File: src/rtl/pq_cmd_entry.sv
// Operator command front end for the priority queue: button conditioning,
// one-at-a-time insert/remove command issue, occupancy tracking and display key.
module pq_cmd_entry #(
  parameter int unsigned KEY_W     = 16,
  parameter int unsigned DEPTH     = 8,
  parameter int unsigned DB_CYCLES = 1_000_000
) (
  input  logic                         clk,
  input  logic                         rst,
  input  logic [KEY_W-1:0]             sw,
  input  logic                         btn_ins,
  input  logic                         btn_rem,
  output logic                         cmd_valid,
  output logic                         cmd_op,
  output logic [KEY_W-1:0]             cmd_data,
  input  logic                         cmd_ready,
  input  logic                         rsp_valid,
  input  logic [KEY_W-1:0]             rsp_data,
  output logic [KEY_W-1:0]             last_key,
  output logic [$clog2(DEPTH+1)-1:0]   count,
  output logic                         full,
  output logic                         empty,
  output logic                         busy,
  output logic                         err
);

  localparam int unsigned CNT_W  = $clog2(DEPTH + 1);
  localparam int unsigned DB_W   = (DB_CYCLES > 1) ? $clog2(DB_CYCLES) : 1;
  localparam logic [DB_W-1:0] DB_MAX = DB_W'(DB_CYCLES - 1);

  localparam logic [1:0] S_IDLE  = 2'd0;
  localparam logic [1:0] S_ISSUE = 2'd1;
  localparam logic [1:0] S_WAIT  = 2'd2;

  // Button conditioning: bit 0 = insert, bit 1 = remove
  logic [1:0] btn_raw;
  logic [1:0] sync1_q;
  logic [1:0] sync2_q;
  logic [1:0] acc_q;
  logic [1:0] acc_d;
  logic [1:0] acc_dly_q;
  logic [1:0] pulse_c;
  logic       ins_p;
  logic       rem_p;

  assign btn_raw = {btn_rem, btn_ins};

  // Two-flop synchronizer and edge-detect delay for both buttons
  always_ff @(posedge clk or negedge rst) begin
    if (!rst) begin
      sync1_q   <= 2'b00;
      sync2_q   <= 2'b00;
      acc_dly_q <= 2'b00;
    end else begin
      sync1_q   <= btn_raw;
      sync2_q   <= sync1_q;
      acc_dly_q <= acc_q;
    end
  end

  // Per-button debounce: count cycles the synchronized level disagrees with
  // the accepted level; accept it after DB_CYCLES consecutive cycles
  for (genvar g = 0; g < 2; g++) begin : g_db
    logic [DB_W-1:0] db_cnt_q;
    logic [DB_W-1:0] db_cnt_d;

    // Debounce next-state
    always_comb begin
      db_cnt_d = db_cnt_q;
      acc_d[g] = acc_q[g];
      if (sync2_q[g] == acc_q[g]) begin
        db_cnt_d = '0;
      end else if (db_cnt_q == DB_MAX) begin
        db_cnt_d = '0;
        acc_d[g] = sync2_q[g];
      end else begin
        db_cnt_d = db_cnt_q + DB_W'(1);
      end
    end

    // Debounce state
    always_ff @(posedge clk or negedge rst) begin
      if (!rst) begin
        db_cnt_q <= '0;
        acc_q[g] <= 1'b0;
      end else begin
        db_cnt_q <= db_cnt_d;
        acc_q[g] <= acc_d[g];
      end
    end
  end

  assign pulse_c = acc_q & ~acc_dly_q;
  assign ins_p   = pulse_c[0];
  assign rem_p   = pulse_c[1];

  // Command FSM and datapath registers
  logic [1:0]       state_q, state_d;
  logic             op_q, op_d;
  logic [KEY_W-1:0] data_q, data_d;
  logic [KEY_W-1:0] last_q, last_d;
  logic [CNT_W-1:0] count_q, count_d;
  logic             err_q, err_d;
  logic             full_c;
  logic             empty_c;

  assign full_c  = (count_q == CNT_W'(DEPTH));
  assign empty_c = (count_q == '0);

  // Next-state and register updates for the command sequencer
  always_comb begin
    state_d = state_q;
    op_d    = op_q;
    data_d  = data_q;
    last_d  = last_q;
    count_d = count_q;
    err_d   = 1'b0;
    case (state_q)
      S_IDLE: begin
        if (ins_p && rem_p) begin
          err_d = 1'b1;
        end else if (ins_p) begin
          if (full_c) begin
            err_d = 1'b1;
          end else begin
            data_d  = sw;
            op_d    = 1'b0;
            state_d = S_ISSUE;
          end
        end else if (rem_p) begin
          if (empty_c) begin
            err_d = 1'b1;
          end else begin
            op_d    = 1'b1;
            state_d = S_ISSUE;
          end
        end
      end
      S_ISSUE: begin
        err_d = ins_p | rem_p;
        if (cmd_ready) begin
          if (!op_q) begin
            count_d = count_q + CNT_W'(1);
            last_d  = data_q;
            state_d = S_IDLE;
          end else begin
            state_d = S_WAIT;
          end
        end
      end
      S_WAIT: begin
        err_d = ins_p | rem_p;
        if (rsp_valid) begin
          last_d  = rsp_data;
          count_d = count_q - CNT_W'(1);
          state_d = S_IDLE;
        end
      end
      default: begin
        state_d = S_IDLE;
      end
    endcase
  end

  // Sequencer state register
  always_ff @(posedge clk or negedge rst) begin
    if (!rst) begin
      state_q <= S_IDLE;
      op_q    <= 1'b0;
      data_q  <= '0;
      last_q  <= '0;
      count_q <= '0;
      err_q   <= 1'b0;
    end else begin
      state_q <= state_d;
      op_q    <= op_d;
      data_q  <= data_d;
      last_q  <= last_d;
      count_q <= count_d;
      err_q   <= err_d;
    end
  end

  // Outputs are flops or direct decodes of flops
  assign cmd_valid = (state_q == S_ISSUE);
  assign cmd_op    = op_q;
  assign cmd_data  = data_q;
  assign last_key  = last_q;
  assign count     = count_q;
  assign full      = full_c;
  assign empty     = empty_c;
  assign busy      = (state_q != S_IDLE);
  assign err       = err_q;

endmodule

File: config.mk
export PLATFORM = sky130hd
export DESIGN_NAME = pq_cmd_entry
export DESIGN_NICKNAME = d
export VERILOG_FILES = /design/src/rtl/pq_cmd_entry.sv
export SDC_FILE = /design/constraint.sdc
export NUM_CORES = 1
export LEC_CHECK = 0
export CORE_ASPECT_RATIO = 0.7
export CORE_MARGIN = 5
export CORE_UTILIZATION = 45
export DETAILED_ROUTE_END_ITERATION = 7
export PLACE_DENSITY = 0.74
export SLEW_MARGIN = 0
export SYNTH_ARGS = -nofsm -noshare
export SYNTH_HDL_FRONTEND = slang
export SYNTH_SLANG_ARGS = --single-unit
File: constraint.sdc
create_clock -name clk -period 2.4 [get_ports clk]
set_input_delay 0.72 -clock clk [delete_from_list [all_inputs] [get_ports clk]]
set_output_delay 0.72 -clock clk [all_outputs]
set_load 0.005 [all_outputs]
==> impl_metrics.tcl, run 1 <==
set metrics [dict create \
    area_growth_pct 32.2 \
    synthTopCellsByCount "dfrtp_1, nor2_1, nand2_1, xnor2_1" \
    clk_transition_reported_paths_ps 70 \
    final-hold-violation-count 0 \
    drt_pass1_iterations 4 \
    antenna_cells 0 \
    core-area_um2 9000 \
    dp_hpwl_um 6370 \
    htree_levels 3 \
    crit_path_max_fanout 3 \
    ys_warn_count 0 \
    min_period_ps 2360 \
    die_w_um 124 \
    end_kind "primary output" \
    slew_headroom_pct 51.1 \
    fin_util_pct 60.5 \
    numCtsBuffers 9 \
    async_flop_share_pct 100 \
    fin_crit_sh_pct 98.2 \
    overflow 0 \
    setup_viol 0 \
    drt-total-wl_um 8860 \
    critPathKind "reg -> out" \
    slew_violations 0 \
    synth.yosys.seq_area_share_pct 53.5 \
    ir_worst_vdd_v 0.000417 \
    rows 29 \
    grt_max_degree 46 \
    ys.flop_type "dfrtp_1" \
    clkLatencyLatePin_ps 340 \
    drtIter0Drc 240 \
    syn-num-nets 427 \
    max_freq_mhz 424 \
    hold_class "in -> async" \
    cts_hold_buffers 0 \
    grt_pass1_wl_um 15000 \
    start_kind "register" \
    final_nets 519 \
    portBuffers 79 \
    multi_input_area_um2 1820 \
    dieArea_um2 11200 \
    die_h_um 90.0 \
    seqCellArea_um2 2210 \
    start_util_pct 45.8 \
    ys_ff_latch 88 \
    synth-edff-count 0 \
    yosysTopAreaCell "dfrtp_1" \
    synth_area_leaders "dfrtp_1, xnor2_1, nor2_1" \
    synth_most_common_cell "dfrtp_1" \
    worst_pin_slew_ps 727 \
    drv_cap 0 \
    synth.top_cell.area_share_pct 53.5 \
    status "completed" \
    tritoncts "built" \
    clk_path_buf_depth 2 \
    p_per_area_nw_per_um2 741 \
    drive_above_1_share_pct 13.7 \
    root_buffer "clkbuf_16" \
    setup_tns_ps 0 \
    grt_pass1_vias 2948 \
    ios 80 \
    place_congestion 0.789 \
    syn-cell-area_um2 4120 \
    fin_skew_ps 6.49 \
    power_leakage_uw 0.00240 \
    wl_per_cell_um 14.8 \
    grt_usage_pct 16.4 \
    antenna_found_initial 0 \
    vias 3004 \
    yosysUniqueCellTypes 40 \
    syn_inst 378 \
    finalPower_uw 4030 \
    cts.sinks 88 \
    via_per_inst 5.02 \
    drc 0 \
    arrival_ps 1640 \
    ant_nets 0 \
    fillers 745 \
    synth_area_per_cell_um2 10.9 \
    critPathRequiredTime_ps 1680 \
]
per-stage QoR:
| stage | hold WS (ps) | worst slack (ps) | cell area, um^2 | cells |
|---|---|---|---|---|
| 2_1_floorplan | 331 | 335 | 4120 | 378 |
| 3_3_place_gp | 338 | 228 | 5050 | 575 |
| 3_5_place_dp | 335 | 191 | 5050 | 575 |
| 4_1_cts | 320 | 8.96 | 5420 | 596 |
| 5_1_grt | 344 | -2.09 | 5440 | 599 |
| 6_report | 320 | 43.8 | 5440 | 599 |
critical path: stages, from the launching register on:
cell	delay, ps
dfrtp_2	450
buf_4	150
buf_4	120
buf_4	120
clkdlybuf4s50_1	460
cell type report:
| class | instances | share of cell area, % |
|---|---|---|
| multi-input combinational | 265 | 33.4 |
| tap | 124 | 2.85 |
| inverter | 12 | 0.828 |
| sequential | 88 | 40.5 |
| clock buffer | 9 | 4.14 |
| timing repair buffer | 94 | 17.0 |
| clock inverter | 7 | 1.26 |
layer usage:
metal / routed length (um) / global-route usage [%] / up-vias
li1: - / - / 1460
met1: 4400 / 23.7 / 1447
met2: 3910 / 23.9 / 84
met3: 435 / 4.92 / 13
met4: 123 / 4.65 / 0
met5: 0 / 0 / -
worst paths after layout:
path                                            endpoint  depth (start not counted)  slack (ps)                 start
min in group clk                    sync2_q[1]$_DFF_PN0_                          0         350  sync1_q[1]$_DFF_PN0_
setup reg to reg                 cmd_data[8]$_DFFE_PN0P_                          4         350  acc_q[0]$_DFFE_PN0P_
hold reg to reg                     sync2_q[1]$_DFF_PN0_                          0         350  sync1_q[1]$_DFF_PN0_
hold / removal             g_db[0].db_cnt_q[4]$_DFF_PN0_                          1         320                   rst
setup / recovery                                count[0]                          4          40  count[0]$_DFFE_PN0P_
max in group asynchronous        last_key[8]$_DFFE_PN0P_                          2        1510                   rst
registers in the layout, summed over array words and instances (netlist names):
name	flops
last_key	16
sync1_q	2
cmd_data	16
acc_q	2
cmd_op	1
err	1
count	4
g_db.db_cnt_q	40
state_q	2
sync2_q	2
acc_dly_q	2
power breakdown:
part	internal (uW)	leakage [uW]	total, uW	switching [uW]
combinational	552	0.00111	905	353
clock	734	0.000146	1360	627
sequential	1640	0.00114	1770	129
total	2930	0.00240	4030	1110
placed cells by master, fill, tap and decap left out, types with 4 or more instances in the layout:
cell | netlist | layout
and3_1 | 9 | 9
mux2i_1 | 17 | 17
ha_1 | 10 | 9
nand4_1 | 7 | 7
nand3_1 | 20 | 20
nor2_1 | 51 | 51
xnor2_1 | 22 | 22
nor4_1 | 5 | 4
inv_1 | 10 | 9
mux2_4 | 10 | 10
clkdlybuf4s50_1 | 0 | 76
nor3_1 | 8 | 7
mux2_2 | 8 | 8
clkbuf_16 | 0 | 9
o21ai_0 | 21 | 21
xor2_1 | 21 | 21
buf_4 | 1 | 14
nand2_1 | 33 | 33
dfrtp_1 | 88 | 85
timing repair:
action,in CTS,in global routing
endpoints found under the setup margin,3,2
pin swaps,1,2
buffers inserted,5,3
resized for setup,10,2
endpoints found under the hold margin,0,0
cell families (layout without fill, tap and decap cells):
| logic type | after synthesis | after routing | synth area share [%] |
|---|---|---|---|
| compound gates | 30 | 30 | 4.07 |
| flops | 88 | 88 | 53.5 |
| buf+inv | 25 | 122 | 3.16 |
| fa+ha+maj | 11 | 11 | 3.52 |
| mux | 35 | 35 | 9.97 |
| simple gates | 146 | 146 | 16.7 |
| xor+xnor | 43 | 43 | 9.15 |
Power figures use the tool's default switching activity.
==> run 2: changes to the inputs <==
Settings changed: CORE_MARGIN 5 to default, SLEW_MARGIN 0 to default.
==> run 2 against run 1 <==
  * Fmax increased by 2.4%
  * Worst hold slack improved by 8.1 ps
  * Register-to-register slack about the same
  * Non-clock buffer count unchanged
  * Setup slack improved by 56 ps
  * Flip-flop and latch count unchanged
  * Utilization is 2.2 points higher
  * First-iteration DRC count fell by 35%
  * Via count up 0.77%
  * Power decreased by 0.98%
  * Sequential power about the same
  * Cell area decreased by 0.41%
  * Critical endpoint is now cmd_valid
  * Largest cell class unchanged
==> impl_metrics.tcl, run 2 (synthesized netlist as in run 1, its figures left out) <==
set metrics [dict create \
    status "completed" \
    clk_transition_reported_paths_ps 70 \
    clkLatencyLatePin_ps 350 \
    final_area_um2 5420 \
    slew_violations 0 \
    wl_met1_um 4300 \
    largest_reg_flops 40 \
    start_util_pct 47.6 \
    cts.sinks 88 \
    final_common_cell "dfrtp_1" \
    drc 0 \
    cts_hold_buffers 0 \
    ir_worst_vdd_v 0.000434 \
    fin_crit_sh_pct 95.8 \
    clk_path_buf_depth 2 \
    regMostFlops "g_db.db_cnt_q" \
    drtIter0Drc 155 \
    arrival_ps 1580 \
    route.met3.wl_um 507 \
    critPathKind "reg -> out" \
    root_buffer "clkbuf_16" \
    grt_max_degree 39 \
    rsz0062_at_grt "false" \
    multi_input_area_um2 1820 \
    wl_met2_um 4190 \
    end_kind "primary output" \
    fillers 685 \
    setup_tns_ps 0 \
    htree_levels 3 \
    ios 80 \
    portBuffers 79 \
    overflow 0 \
    grt_pass1_vias 3001 \
    via_per_inst 5.09 \
    area_growth_pct 31.6 \
    drt-total-wl_um 9070 \
    ant_nets 0 \
    worst_pin_slew_ps 683 \
    drt_pass1_iterations 4 \
    fin_skew_ps 12.4 \
    place_congestion 0.799 \
    core-area_um2 8650 \
    critPathRequiredTime_ps 1680 \
    final-hold-violation-count 0 \
    setup_viol 0 \
    die_w_um 116 \
    dp_hpwl_um 6210 \
    min_period_ps 2300 \
    rows 28 \
    mostFrequentLayoutCells "dfrtp_1, clkdlybuf4s50_1, nor2_1" \
    die_h_um 82.0 \
    top_layer_used "met4" \
    drv_cap 0 \
    dieArea_um2 9540 \
    r2r-start "acc_q[0]$_DFFE_PN0P_" \
    power_leakage_uw 0.00239 \
    p_per_area_nw_per_um2 737 \
    max_freq_mhz 435 \
    antenna_cells 0 \
    drive_above_1_share_pct 13.3 \
    grt_pass1_wl_um 14500 \
    start_kind "register" \
    hold_class "in -> async" \
    wl_per_cell_um 15.2 \
    regToRegSetupSlack_ps 340 \
    worst_r2r_endpoint "cmd_data[7]$_DFFE_PN0P_" \
    final_nets 519 \
    worst_r2r_path_depth 4 \
    crit_path_max_fanout 3 \
    seqCellArea_um2 2200 \
    antenna_found_initial 0 \
    slew_headroom_pct 54.0 \
    numCtsBuffers 9 \
    tritoncts "built" \
    vias 3027 \
    grt_usage_pct 20.5 \
    placed_area_um2 5050 \
]
==> run 2: how the worst max path moves through the flow <==
stage	from	to	slack, ps	cells after the start
floorplan	acc_q[0]$_DFFE_PN0P_	cmd_data[10]$_DFFE_PN0P_	330	7
global placement	count[1]$_DFFE_PN0P_	full	230	3
detailed placement	count[1]$_DFFE_PN0P_	empty	140	2
CTS	state_q[1]$_DFFE_PN0P_	busy	20	4
global route	state_q[1]$_DFFE_PN0P_	cmd_valid	30	3
finish	state_q[1]$_DFFE_PN0P_	cmd_valid	100	3
==> run 2: worst max-delay path, cell delays in order, from the launching register on <==
cell and delay [ps]:
dfrtp_1 400, inv_1 110, ha_1 210, clkdlybuf4s50_1 520
==> run 2: metal layers <==
metal / vias up / GRT usage [%]
met5: - / 0
met2: 85 / 32.7
li1: 1470 / -
met4: 0 / 5.90
met3: 7 / 5.76
met1: 1465 / 27.5
==> run 2: repair_timing <==
| item | in CTS | in global routing |
|---|---|---|
| resized for setup | 9 | 2 |
| setup buffers | 5 | 1 |
| pin swaps | 3 | 0 |
| setup endpoints to repair | 3 | 1 |
==> run 2: layout make-up <==
cell class,count,area share (%)
clock buffer,10,4.41
clock inverter,6,0.970
inverter,12,0.831
timing repair buffer,94,16.9
tap,120,2.77
sequential,88,40.7
multi-input combinational,265,33.5
==> run 2: where the power goes <==
group	total [uW]	internal, uW	switching (uW)
clock network	1360	744	613
registers	1780	1640	143
logic	856	515	341
total	4000	2900	1100
==> run 2: metrics by stage <==
| step | setup slack (ps) | total power, uW | cells | util [%] | hold WS (ps) |
|---|---|---|---|---|---|
| 2_1_floorplan | 335 | 2040 | 378 | - | 331 |
| 3_3_place_gp | 233 | 2530 | 573 | 58.4 | 368 |
| 3_5_place_dp | 140 | 2550 | 573 | 58.4 | 368 |
| 4_1_cts | 17.6 | 4010 | 594 | 62.5 | 351 |
| 5_1_grt | 26.7 | 4190 | 595 | 62.6 | 366 |
| 6_report | 100 | 4000 | 595 | 62.6 | 328 |
==> run 3: changes to the inputs <==
Settings changed: GPL_TIMING_DRIVEN from default to 0.
==> run 3 against run 2 <==
  * Clock power rose by 4%
  * Via count is 1.5% higher
  * Power grew 1.2%
  * First-iteration DRC count is 7.1% higher
==> impl_metrics.tcl, run 3 (synthesized netlist as in run 1, its figures left out) <==
set metrics [dict create \
    final_area_um2 5460 \
    fin_crit_sh_pct 95.6 \
    rows 28 \
    clk_transition_reported_paths_ps 60 \
    power.internal_uw 3000 \
    vias 3073 \
    portBuffers 79 \
    slowest_stage "clkdlybuf4s50_1" \
    final_nets 523 \
    worst_r2r_path_depth 10 \
    critPathKind "reg -> out" \
    hp-start "sync1_q[0]$_DFF_PN0_" \
    grt_pass1_vias 2899 \
    hold_class "reg -> reg" \
    hold_end "sync2_q[0]$_DFF_PN0_" \
    clkLatencyLatePin_ps 340 \
    end_kind "primary output" \
    setup_viol 0 \
    critPathRequiredTime_ps 1680 \
    clk_path_buf_depth 2 \
    critPathMaxStageDelay_ps 530 \
    final-hold-violation-count 0 \
    via_per_inst 5.13 \
    clkPwrFrac_pct 35.0 \
    htree_levels 3 \
    tritoncts "built" \
    r2r-start "state_q[0]$_DFFE_PN0P_" \
    overflow 0 \
    finalPower_uw 4040 \
    die_h_um 82.0 \
    placed_area_um2 5080 \
    grt_usage_pct 20.6 \
    ir_worst_vdd_v 0.000446 \
    drt_pass1_iterations 4 \
    drt-total-wl_um 9280 \
    mostFrequentLayoutCells "dfrtp_1, clkdlybuf4s50_1, nor2_1" \
    setup_tns_ps 0 \
    numCtsBuffers 9 \
    grt_pass1_wl_um 14600 \
    place_congestion 0.808 \
    p_switching_uw 1040 \
    combinationalPowerShare_pct 20.2 \
    final_common_cell "dfrtp_1" \
    whs_path_depth 0 \
    antenna_found_initial 0 \
    slew_headroom_pct 48.9 \
    drive_above_1_share_pct 14.4 \
    wl_per_cell_um 15.5 \
    core-area_um2 8650 \
    crit_path_max_fanout 3 \
    regToRegSetupSlack_ps 150 \
    min_period_ps 2290 \
    root_buffer "clkbuf_16" \
    rsz0062_at_grt "false" \
    status "completed" \
    start_util_pct 47.6 \
    switching_share_pct 25.8 \
    regMostFlops "g_db.db_cnt_q" \
    grt_max_degree 46 \
    cts.sinks 88 \
    cts_hold_buffers 0 \
    start_kind "register" \
    dieArea_um2 9540 \
    p_per_area_nw_per_um2 740 \
    slew_violations 0 \
    max_freq_mhz 436 \
    area_growth_pct 32.7 \
    ant_nets 0 \
    worst_r2r_endpoint "last_key[12]$_DFFE_PN0P_" \
    fin_skew_ps 9.09 \
    power_leakage_uw 0.00239 \
    arrival_ps 1570 \
    dp_hpwl_um 6480 \
    die_w_um 116 \
    drv_cap 0 \
    worst_pin_slew_ps 760 \
    drtIter0Drc 166 \
    largest_reg_flops 40 \
    antenna_cells 0 \
    drc 0 \
    ios 80 \
    crit_chain "inv_1 -> ha_1 -> clkdlybuf4s50_1" \
    place_worst_setup_slack_ps -171 \
    setup_slack_ps 106 \
    seqPwrFrac_pct 44.8 \
]
==> run 3: stage by stage <==
stage | hold WS [ps] | instances | util, %
after global placement | 347 | 577 | 58.5
after detailed placement | 350 | 578 | 58.7
final | 375 | 599 | 63.1
after global routing | 374 | 599 | 63.1
after floorplan | 331 | 378 | -
after CTS | 370 | 597 | 62.8
==> run 3: critical path: cells and delay by family, from the launching register on <==
family                     cells  cell delay, ps
DFF                            1             390
adders and majority gates      1             210
buffers and inverters          2             630
==> run 3: power groups by stage <==
stage                     clock network (uW)  logic, uW  registers (uW)
final                                   1410        818            1810
after global routing                    1500        893            1830
after CTS                               1450        814            1800
after detailed placement                   0        747            1800
after global placement                     0        714            1790
after floorplan                            0        253            1790
==> run 3: layout make-up <==
type	instances	area [um^2]
Buffer	13	88.8
Tap cell	120	150
Clock buffer	11	253
Timing Repair Buffer	85	843
Clock inverter	5	55.1
Fill cell	694	3190
Multi-Input combinational cell	265	1820
Inverter	12	45.0
Sequential cell	88	2210
==> run 3: worst max path at each step <==
stage                                 from                        endpoint  slack [ps]  cells past startpoint
CTS                 state_q[0]$_DFFE_PN0P_                            busy           9                      4
global placement                       rst  g_db[0].db_cnt_q[16]$_DFF_PN0_       -2530                      1
floorplan             acc_q[0]$_DFFE_PN0P_        cmd_data[10]$_DFFE_PN0P_         330                      7
finish              state_q[1]$_DFFE_PN0P_                       cmd_valid         110                      3
global route        state_q[0]$_DFFE_PN0P_        last_key[13]$_DFFE_PN0P_           9                     10
detailed placement               rsp_valid            count[1]$_DFFE_PN0P_        -170                      6
==> run 3: routing by layer <==
| layer | vias up | track usage [%] | part of all wire, % |
|---|---|---|---|
| met1 | 1497 | 28.5 | 47 |
| met2 | 92 | 32.2 | 46 |
| met5 | - | 0 | 0 |
| li1 | 1475 | - | - |
| met3 | 9 | 4.21 | 6.1 |
| met4 | 0 | 7.69 | 1.1 |
==> run 3: what timing repair did <==
action | in CTS | in global routing
buffers inserted | 3 | 2
gates resized for setup | 12 | 5
pin swaps | 2 | 0
endpoints found under the setup margin | 11 | 20
cloned | 0 | 0
